## config.mk

```make
export PLATFORM = sky130hd
export DESIGN_NAME = hilo_ctrl
export DESIGN_NICKNAME = d
export VERILOG_FILES = /design/src/rtl/hilo_ctrl.sv
export SDC_FILE = /design/constraint.sdc
export NUM_CORES = 2
export LEC_CHECK = 0
export BUFFER_PORTS_ARGS = -buffer_cell sky130_fd_sc_hd__buf_2
export CORE_MARGIN = 1
export CORE_UTILIZATION = 51
export CTS_BUF_LIST = sky130_fd_sc_hd__clkbuf_16
export DETAILED_ROUTE_END_ITERATION = 10
export PLACE_DENSITY = 0.67
export SLEW_MARGIN = 20
export SYNTH_ARGS = -nofsm -noshare
export SYNTH_HDL_FRONTEND = slang
export SYNTH_SLANG_ARGS = --single-unit
```

## constraint.sdc

```tcl
create_clock -name clk -period 11.6 [get_ports clk]
set_input_delay 2.32 -clock clk [delete_from_list [all_inputs] [get_ports clk]]
set_output_delay 2.32 -clock clk [all_outputs]
set_load 0.1 [all_outputs]
```

## src/rtl/hilo_ctrl.sv

```systemverilog
// HI/LO multiply/divide sequencer: the only writer of the HI/LO pair.
// It iterates MULT/MULTU/DIV/DIVU, stalls the pipeline while busy, and emits a one-cycle {hi,lo} write.
module hilo_ctrl #(
    parameter int FAST_MUL = 1,
    parameter int W        = 32
) (
    input  logic           clk,
    input  logic           rst,
    input  logic           start,
    input  logic [2:0]     op,
    input  logic [W-1:0]   a,
    input  logic [W-1:0]   b,
    input  logic [W-1:0]   hi_cur,
    input  logic [W-1:0]   lo_cur,
    input  logic           flush,
    output logic           stall_o,
    output logic           busy,
    output logic           hilo_we,
    output logic [2*W-1:0] hilo_o
);

    // state | meaning
    // IDLE  | waiting for start; start only sampled here
    // MUL   | multiply (1 cycle fast, 32 cycles shift-add)
    // DIV   | restoring divide, one quotient bit per cycle
    // DONE  | one-cycle HI/LO write strobe
    typedef enum logic [1:0] {IDLE, MUL, DIV, DONE} state_t;

    localparam int CW = $clog2(W);
    localparam logic [CW-1:0] CNT_LAST = CW'(W - 1);

    state_t           state_q, state_d;
    logic [CW-1:0]    cnt_q, cnt_d;
    logic             sgn_q, sgn_d;
    logic [W-1:0]     a_q, a_d, b_q, b_d;
    logic [2*W-1:0]   acc_q, acc_d;
    logic [2*W-1:0]   mcand_q, mcand_d;
    logic [W-1:0]     mplier_q, mplier_d;
    logic [W-1:0]     rem_q, rem_d;
    logic [W-1:0]     quo_q, quo_d;
    logic [W-1:0]     dvs_q, dvs_d;
    logic [2*W-1:0]   res_q, res_d;

    logic             accept;
    logic             op_signed;
    logic [W-1:0]     a_abs, b_abs;
    logic [2*W-1:0]   ext_b;
    logic [W:0]       trial;
    logic [W-1:0]     q_fix, r_fix;

    assign accept    = (state_q == IDLE) && start && !flush;
    assign op_signed = !op[0];

    always_ff @(posedge clk) begin
        if (rst) begin
            state_q  <= IDLE;
            cnt_q    <= '0;
            sgn_q    <= 1'b0;
            a_q      <= '0;
            b_q      <= '0;
            acc_q    <= '0;
            mcand_q  <= '0;
            mplier_q <= '0;
            rem_q    <= '0;
            quo_q    <= '0;
            dvs_q    <= '0;
            res_q    <= '0;
        end else begin
            state_q  <= state_d;
            cnt_q    <= cnt_d;
            sgn_q    <= sgn_d;
            a_q      <= a_d;
            b_q      <= b_d;
            acc_q    <= acc_d;
            mcand_q  <= mcand_d;
            mplier_q <= mplier_d;
            rem_q    <= rem_d;
            quo_q    <= quo_d;
            dvs_q    <= dvs_d;
            res_q    <= res_d;
        end
    end

    always_comb begin
        state_d = state_q;
        case (state_q)
            IDLE: begin
                if (accept) begin
                    case (op)
                        3'd0, 3'd1: state_d = MUL;
                        3'd2, 3'd3: state_d = DIV;
                        3'd4, 3'd5: state_d = DONE;
                        default:    state_d = IDLE;
                    endcase
                end
            end
            MUL:  if ((FAST_MUL != 0) || (cnt_q == '0)) state_d = DONE;
            DIV:  if (cnt_q == '0) state_d = DONE;
            DONE: state_d = IDLE;
            default: state_d = IDLE;
        endcase
        if (flush) state_d = IDLE;
    end

    always_comb begin
        busy    = (state_q != IDLE);
        stall_o = ((state_q == IDLE) && start && !op[2]) || (state_q == MUL) || (state_q == DIV);
        hilo_we = (state_q == DONE) && !flush;
        hilo_o  = res_q;
    end

    always_comb begin
        cnt_d    = cnt_q;
        sgn_d    = sgn_q;
        a_d      = a_q;
        b_d      = b_q;
        acc_d    = acc_q;
        mcand_d  = mcand_q;
        mplier_d = mplier_q;
        rem_d    = rem_q;
        quo_d    = quo_q;
        dvs_d    = dvs_q;
        res_d    = res_q;
        a_abs    = (op_signed && a[W-1]) ? -a : a;
        b_abs    = (op_signed && b[W-1]) ? -b : b;
        ext_b    = sgn_q ? {{W{b_q[W-1]}}, b_q} : {{W{1'b0}}, b_q};
        trial    = {rem_q, quo_q[W-1]} - {1'b0, dvs_q};
        q_fix    = '0;
        r_fix    = '0;

        if (accept) begin
            case (op)
                3'd0, 3'd1, 3'd2, 3'd3: begin
                    cnt_d    = CNT_LAST;
                    sgn_d    = op_signed;
                    a_d      = a;
                    b_d      = b;
                    acc_d    = '0;
                    mcand_d  = op_signed ? {{W{a[W-1]}}, a} : {{W{1'b0}}, a};
                    mplier_d = b;
                    rem_d    = '0;
                    quo_d    = a_abs;
                    dvs_d    = b_abs;
                end
                3'd4:    res_d = {a, lo_cur};
                3'd5:    res_d = {hi_cur, a};
                default: ;
            endcase
        end else if ((state_q == MUL) && !flush) begin
            if (FAST_MUL != 0) begin
                res_d = mcand_q * ext_b;
            end else begin
                // The signed multiplier's bit 31 carries weight -2^31, so it is subtracted.
                if (mplier_q[0])
                    acc_d = (sgn_q && (cnt_q == '0)) ? acc_q - mcand_q : acc_q + mcand_q;
                mcand_d  = {mcand_q[2*W-2:0], 1'b0};
                mplier_d = {1'b0, mplier_q[W-1:1]};
                if (cnt_q != '0) cnt_d = cnt_q - 1'b1;
                else             res_d = acc_d;
            end
        end else if ((state_q == DIV) && !flush) begin
            if (!trial[W]) begin
                rem_d = trial[W-1:0];
                quo_d = {quo_q[W-2:0], 1'b1};
            end else begin
                rem_d = {rem_q[W-2:0], quo_q[W-1]};
                quo_d = {quo_q[W-2:0], 1'b0};
            end
            if (cnt_q != '0) begin
                cnt_d = cnt_q - 1'b1;
            end else begin
                q_fix = (sgn_q && (a_q[W-1] ^ b_q[W-1])) ? -quo_d : quo_d;
                r_fix = (sgn_q && a_q[W-1]) ? -rem_d : rem_d;
                res_d = (b_q == '0) ? {a_q, {W{1'b1}}} : {r_fix, q_fix};
            end
        end
    end

endmodule

```

Yosys cells after proc, flatten, opt, wreduce, memory -nomap -nowiden
Cells that the tools add are included.
Word-level totals
  flip-flop bits (word level): 296
  bits of input ports: 135
Cells by class
  bitwise logic cells: 1
  $mul: 1
  reductions and logical operators: 34
  multiplexer cells: 37
  eq/ne operators: 14
  $add $sub $neg: 6
Operators by type and width (number)
  32-bit 2-to-1 mux: 19
  64-bit 2-to-1 mux: 7
  32-bit negator: 4
  64-bit one-hot mux with 2 select lines: 1
  64-bit by 64-bit multiplier with 64-bit output: 1
  33-bit by 32-bit subtractor with 33-bit output: 1
  32-bit logical NOT: 1
  5-bit 2-to-1 mux: 5
  1-bit logical AND: 10
  2-bit one-hot mux with 4 select lines: 1
  2-bit OR reduction: 4
  3-bit by 2-bit == test with 1-bit output, second input constant: 2
  3-bit == test, second input constant: 2
  2-bit != test, second input constant: 3
  2-bit one-hot mux with 3 select lines: 1
  3-bit AND reduction: 2
  2-bit nonzero test: 3
  5-bit logical NOT: 1
  5-bit nonzero test: 1
  5-bit by 1-bit subtractor with 5-bit output, second input constant: 1
  2-bit == test, second input constant: 2
  2-bit 2-to-1 mux: 2
  2-bit AND reduction: 2
  4-bit AND reduction: 1
  13 further kinds: 16

Depth between registers and ports, before layout
  word-level depth: 12
  gate-level depth with buffers: 38

Worst setup path before layout
Ideal clock, no wire load.
  path kind: reg2reg
  start: reg mcand_q[62]
  end: reg res_q[62] (netlist: hilo_o[62])
  stages on the path, launching flop included: 32
  arrival: 8.838 ns
  clock period less this slack: 8.955 ns
  data required time: 11.484 ns
  setup time: 0.116 ns
  path slack: 2.645 ns
  cells stage by stage: dfxtp_1 > clkbuf_1 > clkbuf_1 > nand2_1 > inv_1 > fa_1 > fa_1 > fa_1 > inv_1 > fa_1 > inv_1 > fa_1 > fa_1 > fa_1 > fa_1 > fa_1 > inv_1 > fa_1 > inv_1 > ha_1 > clkbuf_1 > a21oi_1 > o21ai_0 > a2111oi_0 > and3_1 > o211ai_1 > nand2_1 > nor2_1 > o21ai_0 > xor2_1 > o21ai_0 > a31o_2
On the way
  longest elaborated chain between the ends: 3
Ends and longest elaborated chain
  from (decl): RTL line 37  | logic [2*W-1:0] mcand_q, mcand_d;
  from (signal assigned): RTL line 75  | mcand_q <= mcand_d;
  64-bit by 64-bit multiplier with 64-bit output: RTL line 151  | res_d = mcand_q * ext_b;
  64-bit 2-to-1 mux: RTL line 149  | end else if ((state_q == MUL) && !flush) begin
  64-bit 2-to-1 mux: RTL line 131  | if (accept) begin
  to (signal assigned): RTL line 80  | res_q <= res_d;
  to (decl): RTL line 42  | logic [2*W-1:0] res_q, res_d;
No other way between the ends.
A chain may end at the register's enable or synchronous reset.

Worst setup path after layout
  start: reg b_q[15]
  end: reg res_q[61] (netlist: hilo_o[61])
On the way
  longest elaborated chain between the ends: 6
  elaborated cells between the ends (all ways): 8
  those cells by class: 1 x mul; 6 x mux; 1 x reduce/logical
Ends and longest elaborated chain
  from (decl): RTL line 35  | logic [W-1:0] a_q, a_d, b_q, b_d;
  from (signal assigned): RTL line 60  | b_q <= '0;
  from (signal assigned): RTL line 73  | b_q <= b_d;
  parallel branches: the longest is 4 deep, another holds 64-bit by 64-bit multiplier with 64-bit output
  64-bit 2-to-1 mux (*): RTL line 149
  64-bit 2-to-1 mux (*): RTL line 131
Mark *: on every way between the ends. The select of a mux whose other input is x is not followed.

==> impl_metrics.json <==
{
  "place_area_um2": 66300,
  "nFillCells": 11533,
  "cts_tree": "built",
  "synthesis.nets": 9251,
  "rsz0062_at_grt": "false",
  "min_path_type": "register to register",
  "wirelength_um": 204000,
  "slowest_delay_ns": 1.06,
  "path_max_fanout": 18,
  "clockBufferDepth": 3,
  "clk_latency_ns": 0.64,
  "synth_area_leader_cell": "fa_1",
  "grt_antenna_before_repair": 14,
  "cts_buffers": 31,
  "synth_cell_type_count": 87,
  "viasPerCell": 5.64,
  "synth-seq-cells": 232,
  "syn_inst": 7345,
  "fp.dieH_um": 356,
  "synth.top_cell.area_share_pct": 44.6,
  "die-area_um2": 127000,
  "drc": 0,
  "grt_first_pass_wirelength_um": 318000,
  "p_leak_nw": 33.7,
  "area_delta_synth_final_pct": 5.55,
  "p_total_w": 0.00307,
  "reg2regPathDepth": 30,
  "fmax_mhz": 95.9,
  "hpwlAfterDp_um": 167000,
  "die_w_um": 356,
  "period_minus_slack_ns": 10.43,
  "fin_hold_ws_ns": 0.450,
  "place.gp.congestion": 0.992,
  "start_util_pct": 51.5,
  "tns_ns": 0,
  "synth.area.top_cells": "fa_1, inv_1, dfxtp_1",
  "dr_total_vias": 50460,
  "synth_flop_cell": "dfxtp_1",
  "startpoint_type": "register",
  "clock_skew_ns": 0.0291,
  "vdd_drop_max_uv": 106,
  "synth_area_per_cell_um2": 8.69,
  "report.final.slew_viol_count": 0,
  "setup_viol": 0,
  "routedWlPerCell_um": 22.8,
  "synth-edff-count": 0,
  "min_path_cells": 2,
  "synth-seq-area-share_pct": 7.28,
  "crit_arrival_ns": 10.95,
  "hold_buffers": 0,
  "worstPathRequired_ns": 12.12,
  "yosysWarnings": 0,
  "ys_async_sr_fraction_pct": 0,
  "io_buffers": 201,
  "postCtsSetupBuffers": 0,
  "top_usage_layer": "met2",
  "num-nets-final": 9174,
  "fin_area_um2": 67300,
  "path_clk_slew_ns": 0.08,
  "grt_use_met3_pct": 6.14,
  "p_per_area_nw_per_um2": 45.6,
  "r2r_slack_ns": 1.17,
  "worstMarginPinSlew_ns": 1.19,
  "clock-sinks": 232,
  "grt_remaining_overflow": 0,
  "drt-initial-drc-count": 4560,
  "track_usage_pct": 33.2,
  "core_um2": 124000,
  "grt_util_met1_pct": 44.4,
  "first_global_vias": 52711,
  "io_pins": 202,
  "finalCritPeriodShare_pct": 89.9,
  "grt_max_degree": 114,
  "critPathSlowestCell": "dfxtp_1",
  "critPathCaptureType": "register",
  "root_buffer": "clkbuf_16",
  "core.rowCount": 129,
  "drtAntennaViolNets": 0,
  "drive_gt1_share_pct": 5.92,
  "max_slew_margin_pct": 19.9,
  "finalHoldViolations": 0,
  "firstDrtPassIters": 6,
  "critPathKind": "register to register",
  "use_met2_pct": 53.3,
  "status": "finished, final reports clean",
  "cap_viol_max_count": 0,
  "synth_area_um2": 63800,
  "cts_resized": 0,
  "cts-htree-levels": 1,
  "crit_path_frequent_cell": "fa_1"
}
==> area by class of cell <==
type,count,area [um2],share of cell area (%)
Clock buffer,31,776,1.15
Clock inverter,27,236,0.351
Sequential cell,232,4660,6.92
Inverter,1601,6010,8.92
Timing Repair Buffer,322,2030,3.01
Antenna cell,10,25.0,0.0372
Multi-Input combinational cell,5080,51600,76.6
Tap cell,1637,2050,3.04
==> synthesized netlist by cell type, types with 97 or more instances <==
| master | number |
|---|---|
| inv_1 | 1600 |
| and2_1 | 586 |
| nor2_1 | 295 |
| o21ai_0 | 125 |
| dfxtp_1 | 232 |
| ha_1 | 351 |
| xor2_1 | 97 |
| fa_1 | 1420 |
| xnor2_1 | 159 |
| clkbuf_1 | 390 |
| nand2_1 | 885 |
| a21oi_1 | 348 |
==> through the flow <==
step                utilization (%)  cells  worst slack, ns
floorplan                         -   7345             2.65
global placement               53.4   8870             1.57
detailed placement             53.5   8872             1.59
CTS                            54.3   8930             1.50
global route                   54.3   8936            0.852
finish                         54.3   8940             1.17
==> power breakdown <==
group	total (W)	switching, W	internal [W]
Combinational	0.00118	0.000835	0.000343
Clock	0.00101	0.000450	0.000557
Sequential	0.000884	0.0000531	0.000830
==> critical path: cells and delay by family (launching register included) <==
| family | cells | cell delay, ns |
|---|---|---|
| DFF | 1 | 1.06 |
| xor gates and xnor gates | 1 | 0.16 |
| adders and majority gates | 11 | 5.06 |
| and+or+nand+nor | 3 | 0.36 |
| buffers and inverters | 6 | 0.68 |
| AOI/OAI and AO/OA | 9 | 2.97 |
==> routing by layer <==
metal	wire [um]	part of all wire, %	vias to the layer above
li1	-	-	22103
met1	82100	40	25909
met2	94900	47	2034
met3	17500	8.6	412
met4	9410	4.6	2
met5	13	0.0064	-
==> cell usage in the layout (no fill, tap or decap), types with 10 or more instances in the layout <==
master     instances
buf_2            200
o21a_1            25
nand2b_1          17
mux2i_1           39
a21oi_1          347
o211ai_1          31
dfxtp_1          222
nand4_1           34
diode_2           10
o21bai_1          17
o31ai_1           22
clkbuf_16         31
o21ai_0          125
xnor2_1          159
nor4_1            37
nand3_1           47
clkinv_1          10
buf_4            114
nand2_1          883
fa_1            1420
a311oi_1          19
a211oi_1          82
nor2b_1           21
nor2_1           291
and3_1            31
dfxtp_2           10
a21o_1            67
xor2_1            97
a31oi_1           36
a221oi_1          20
and2_1           585
or3_1             17
o221ai_1          10
inv_1           1604
a22oi_1           12
nor3_1            74
ha_1             351
==> sequential cells by signal, summed over array words and instances (netlist names) <==
signal   count
sgn_q        1
state_q      2
cnt_q        5
mcand_q      2
rem_q       32
a_q         31
dvs_q       31
quo_q       32
hilo_o      64
b_q         32
==> worst paths after layout <==
path | startpoint | end
setup / recovery | b_q[15] | hilo_o[61]
hold / removal | hilo_o[18] | hilo_o[18]
setup reg to reg | b_q[15] | hilo_o[61]
hold reg to reg | hilo_o[18] | hilo_o[18]
==> logic make-up (layout without fill, tap and decap cells) <==
kind of cell / count (synthesis) / in the layout / share of synthesized area [%]
muxes: 45 / 45 / 0.718
xor gates and xnor gates: 256 / 256 / 3.51
buffers and inverters: 2033 / 1981 / 12.0
adders and majority gates: 1775 / 1775 / 51.5
DFF: 232 / 232 / 7.28
and+or+nand+nor: 2094 / 2094 / 15.8
AOI/OAI and AO/OA: 910 / 910 / 9.18
other: 0 / 10 / 0
Power figures use the tool's default switching activity.
